===== src/rtl/sync_down_counter_if.sv =====
// Bundle of the counter's control inputs and status outputs.
// master drives controls and observes status; slave is the counter itself.
interface sync_down_counter_if #(
    parameter int unsigned W = 4
);
    logic         c_enable;
    logic         load;
    logic [W-1:0] D;
    logic         auto_reload;
    logic [W-1:0] Q;
    logic         borrow;
    logic         done;
    logic         wrap;

    modport master (
        output c_enable, load, D, auto_reload,
        input  Q, borrow, done, wrap
    );

    modport slave (
        input  c_enable, load, D, auto_reload,
        output Q, borrow, done, wrap
    );
endinterface


===== src/rtl/sync_down_counter.sv =====
// Programmable synchronous down counter/timer with reload register.
// At zero it either reloads from R (pulsing wrap) or stops and sets a sticky done.
// borrow is combinational so stages can be cascaded into wider counters.
module sync_down_counter #(
    parameter int unsigned W = 4
) (
    input  logic               clock,
    input  logic               clear,
    sync_down_counter_if.slave bus
);
    logic [W-1:0] q_q, q_d;
    logic [W-1:0] r_q, r_d;
    logic         done_q, done_d;
    logic         wrap_q, wrap_d;
    logic         q_zero;

    assign q_zero = (q_q == '0);

    // Next-state: load beats everything; then enable gating; then count/reload/stop.
    always_comb begin
        q_d    = q_q;
        r_d    = r_q;
        done_d = done_q;
        wrap_d = 1'b0;
        if (bus.load) begin
            q_d    = bus.D;
            r_d    = bus.D;
            done_d = 1'b0;
        end else if (bus.c_enable) begin
            if (!q_zero) begin
                q_d = q_q - W'(1);
            end else if (bus.auto_reload) begin
                // Reload also applies with R=0, so wrap pulses every enabled cycle.
                q_d    = r_q;
                wrap_d = 1'b1;
            end else begin
                done_d = 1'b1;
            end
        end
    end

    // State registers with asynchronous active-low clear.
    always_ff @(posedge clock or negedge clear) begin
        if (!clear) begin
            q_q    <= '0;
            r_q    <= '0;
            done_q <= 1'b0;
            wrap_q <= 1'b0;
        end else begin
            q_q    <= q_d;
            r_q    <= r_d;
            done_q <= done_d;
            wrap_q <= wrap_d;
        end
    end

    assign bus.Q      = q_q;
    assign bus.done   = done_q;
    assign bus.wrap   = wrap_q;
    // Feeds c_enable of the next-higher stage; zero latency from Q and c_enable.
    assign bus.borrow = bus.c_enable & q_zero;

endmodule


===== src/flat_wrapper.sv =====
// flat-port wrapper written by rule: the top's interface ports become plain ports
module sync_down_counter_flat 
#(
    parameter int unsigned W = 4
)
  (clock, clear, bus_c_enable, bus_load, bus_D, bus_auto_reload, bus_Q, bus_borrow, bus_done, bus_wrap);
  sync_down_counter_if #(.W(W)) bus_i ();
  input  logic clock;
  input  logic clear;
  input wire logic [$bits(bus_i.c_enable)-1:0] bus_c_enable;
  input wire logic [$bits(bus_i.load)-1:0] bus_load;
  input wire logic [$bits(bus_i.D)-1:0] bus_D;
  input wire logic [$bits(bus_i.auto_reload)-1:0] bus_auto_reload;
  output wire logic [$bits(bus_i.Q)-1:0] bus_Q;
  output wire logic [$bits(bus_i.borrow)-1:0] bus_borrow;
  output wire logic [$bits(bus_i.done)-1:0] bus_done;
  output wire logic [$bits(bus_i.wrap)-1:0] bus_wrap;
  assign bus_i.c_enable = bus_c_enable;
  assign bus_i.load = bus_load;
  assign bus_i.D = bus_D;
  assign bus_i.auto_reload = bus_auto_reload;
  assign bus_Q = bus_i.Q;
  assign bus_borrow = bus_i.borrow;
  assign bus_done = bus_i.done;
  assign bus_wrap = bus_i.wrap;
  sync_down_counter #(.W(W)) u_core (.clock(clock), .clear(clear), .bus(bus_i));
endmodule

===== config.mk =====
export PLATFORM = sky130hd
export DESIGN_NAME = sync_down_counter_flat
export DESIGN_NICKNAME = d
export VERILOG_FILES = /design/src/rtl/sync_down_counter_if.sv /design/src/rtl/sync_down_counter.sv /design/src/flat_wrapper.sv
export SDC_FILE = /design/constraint.sdc
export NUM_CORES = 1
export LEC_CHECK = 0
export ABC_AREA = 1
export CAP_MARGIN = 20
export CORE_UTILIZATION = 40
export DETAILED_ROUTE_END_ITERATION = 8
export MAX_ROUTING_LAYER = met4
export PLACE_DENSITY = 0.78
export SYNTH_ARGS = -nofsm -noshare
export SYNTH_HDL_FRONTEND = slang
export SYNTH_SLANG_ARGS = --single-unit

===== constraint.sdc =====
create_clock -name clock -period 1.7 [get_ports clock]
set_input_delay 0.425 -clock clock [delete_from_list [all_inputs] [get_ports clock]]
set_output_delay 0.425 -clock clock [all_outputs]
set_load 0.05 [all_outputs]

Word level (Yosys, flattened, before mapping)
Index checks and enable logic that the tools add are counted.
{"block": "word_totals", "regBits": 10, "in_bits": 9, "out_inout_bits": 7}
{"block": "classes", "addsub": 1, "n_eq_ne": 2, "muxes": 12, "bitwise": 1, "reduce_logical": 5}
{"cell": "2-to-1 mux 4 bit", "n": 4}
{"cell": "2-to-1 mux 1 bit", "n": 8}
{"cell": "logical NOT 4 bit", "n": 1}
{"cell": "nonzero test 2 bit", "n": 2}
{"cell": "subtractor 4 x 1 -> 4 bit, second input constant", "n": 1}
{"cell": "inequality test 3 bit, second input constant", "n": 1}
{"cell": "AND reduction 3 bit", "n": 1}
{"cell": "inequality test 2 bit, second input constant", "n": 1}
{"cell": "AND reduction 2 bit", "n": 1}
{"cell": "bitwise AND 1 bit", "n": 1}

Depth between registers and ports, before layout
{"block": "depth", "word_depth": 4, "ltp_mapped": 8, "mapped_depth_nobuf": 8}

Least setup slack after synthesis
No wires, ideal clock.
{"block": "synth_path", "kind": "flip-flop to output port", "startpoint": "reg u_core.q_q[0] (netlist: u_core.bus.Q[0])", "endpoint": "out bus_borrow", "t_arrival_ns": 1.515, "required_ns": 1.275, "setup_slack_ns": -0.240, "stages_incl_launch_ff": 5, "n_path_buf": 0, "cell_sequence": "dfrtp_1 -> inv_1 -> ha_1 -> nand2_2 -> nor2_2"}
{"block": "synth_between", "elab_chain_len": 2}
{"element": "start, declared", "line_no": "sync_down_counter.sv:11", "source": "logic [W-1:0] q_q, q_d;"}
{"element": "start signal, assigned", "line_no": "sync_down_counter.sv:50", "source": "q_q <= q_d;"}
{"element": "logical NOT 4 bit", "line_no": "sync_down_counter.sv:17", "source": "assign q_zero = (q_q == '0);"}
{"element": "bitwise AND 1 bit", "line_no": "sync_down_counter.sv:61", "source": "assign bus.borrow = bus.c_enable & q_zero;"}
{"element": "end, declared", "line_no": "flat_wrapper.sv:15", "source": "output wire logic [$bits(bus_i.borrow)-1:0] bus_borrow;"}
No other way between the ends.

Final worst setup path
Ends and elaborated chain as after synthesis.

==> results.toml <==
[drt]
routedWlPerCell_um = 12.7
routed_wl_mm = 1.52
first_pass_iters = 4
drtIter0Drc = 15
ant_nets = 0
drc = 0
vias = 573
avgViaCountPerCell = 4.78

[yosys]
synth_largest_area_cell = "dfrtp_1"
synth_area_leaders = "dfrtp_1 45%, nand2_1 16%, inv_1 6.8%"
ys_warn_count = 0
ys_ff_latch = 10
avgSynthCellArea_um2 = 7.47
synth_area_um2 = 553
synthCells = 74
synth_cell_types = 13
synth.top_cell.area_share = 0.452
yosysSeqAreaShare = 0.452
syn_nets = 84

[layout]
final_area_um2 = 927
area_growth_pct = 67.6
final_common_cell = "nand2_1"
fin_cells = 120
mostFrequentLayoutCells = "24 x nand2_1, 14 x buf_4, 10 x nor2_1"
n_antenna_cell = 0
fin_util = 0.713
final_layout_size_suffix_gt1_frac = 0.400
multi_input_area_um2 = 285
fill_cells = 94
register_area_um2 = 254
fin_nets = 116

[grt]
grt_pass1_vias = 530
grt-ovfl-total = 0
grt_antenna_before_repair = 0
grt_max_degree = 11
grt_pass1_wl_mm = 2.24
grtUsageTotal = 0.240

[setup_path]
crit_arrival_ps = 1280
crit_path_max_incr_delay_ps = 420
crit_chain = "inv_4, ha_4, nand2_4, nor2_4, buf_12"
worstSetupPathType = "reg -> out"
end_kind = "output port"
slowest_stage = "dfrtp_2"
start_kind = "flip-flop"
cp_max_fo = 3
cp.required_ps = 1270

[sta]
max_freq_mhz = 587
clock_skew_ps = 4.24
period_share = 1.00
final_max_slew_viol_count = 0
worst_pin_slew_ps = 441
timing.final.ws_setup_ps = -2.50
holdWs_ps = 460
fin_crit_ps = 1700
slew_headroom = 0.705
setup_viol = 1
fin_setup_tns_ps = -2.50
rsz0062_at_grt = "yes"
hold_viol = 0

[power]
power_density_nw_per_um2 = 1130
p_leak_nw = 0.504
ir_worst_vdd_v = 0.000654
finalPower_mw = 1.05

[die]
io_pins = 16
core_um2 = 1300
num_rows = 13
chipHeight_um = 39.2
dieArea_um2 = 1540
die-width_um = 39.2
initial_utilization = 0.425

[cts]
h-tree-depth = 1
clk_pin_slew_ps = 70
hold_buffers = 0
cts_made_buffers = 3
clock-sinks = 10
insertion_delay_ps = 270
cts_tree = "built"
clockBufferDepth = 2
clock-root-buffer = "clkbuf_4"

[flow_run]
drv_cap = 0

[min_path]
hold_class = "in -> async"

[place]
gp_congestion = 0.937
port_buffers = 15
dp.cells = 107
placed_cell_area_um2 = 800
dp_slack_ps = 28.0
dp_hpwl_mm = 1.07

[status]
status = "finished with violations"
violations = "negative setup slack"
## where the power goes
| part | switching, mW | leakage [nW] | internal (mW) |
|---|---|---|---|
| clock | 0.0860 | 0.0210 | 0.130 |
| combinational | 0.282 | 0.363 | 0.248 |
| sequential | 0.0252 | 0.120 | 0.274 |
## logic make-up (layout without fill, tap and decap cells)
| kind of cell | Yosys count | in the layout | synth area share |
|---|---|---|---|
| xor gates and xnor gates | 1 | 1 | 0.0158 |
| adders and majority gates | 1 | 1 | 0.0226 |
| buffers and inverters | 12 | 43 | 0.0815 |
| DFF | 10 | 10 | 0.452 |
| and+or+nand+nor | 45 | 45 | 0.346 |
| AOI/OAI and AO/OA | 5 | 5 | 0.0814 |
## area by class of cell
type | count | share of cell area
Inverter | 12 | 0.0513
Tap cell | 15 | 0.0202
Sequential cell | 10 | 0.274
Clock buffer | 4 | 0.0391
Multi-Input combinational cell | 52 | 0.308
Timing Repair Buffer | 27 | 0.308
## final timing paths
check,start,cells after the start,slack [ps],endpoint
min,clear,1,460,u_core.r_q[2]
min reg2reg,u_core.r_q[0],2,470,u_core.r_q[0]
max in group asynchronous,clear,1,910,u_core.bus.Q[0]
min in group clock,u_core.r_q[0],2,470,u_core.r_q[0]
max,u_core.bus.Q[0],5,-2,bus_borrow
max reg2reg,u_core.bus.Q[0],9,330,u_core.bus.Q[2]
## layer usage
| layer | global-route usage | vias up | routed length [um] |
|---|---|---|---|
| met1 | 0.270 | 253 | 588 |
| met2 | 0.421 | 28 | 801 |
| li1 | - | 287 | - |
| met3 | 0.0520 | 5 | 98 |
| met4 | 0.0776 | 0 | 36 |
| met5 | - | - | 0 |
## worst max-delay path, delay by kind of cell (launching register included)
| kind | cells | cell delay, ps |
|---|---|---|
| flops | 1 | 420 |
| buf+inv | 2 | 230 |
| simple gates | 2 | 210 |
| fa+ha+maj | 1 | 150 |
## cells in the mapped netlist
master,n
nand3_1,4
nor2_2,3
and3_1,1
a21oi_2,4
nor2_1,10
a22o_2,1
ha_1,1
nand2_1,24
inv_1,10
dfrtp_1,10
xor2_1,1
nand2_2,3
inv_2,2
## what timing repair did
action                                  in CTS  in global routing
endpoints found under the setup margin       1                  1
setup buffers                                4                  5
hold endpoints to repair                     0                  0
resized for setup                            4                  3
pin swaps                                    2                  3
gates cloned                                 0                  0
## registers in the layout, summed over array words and instances, names as in the netlist
register	cells
u_core.bus.wrap	1
u_core.r_q	4
u_core.bus.Q	4
u_core.bus.done	1
(Power assumes the default switching activity.)
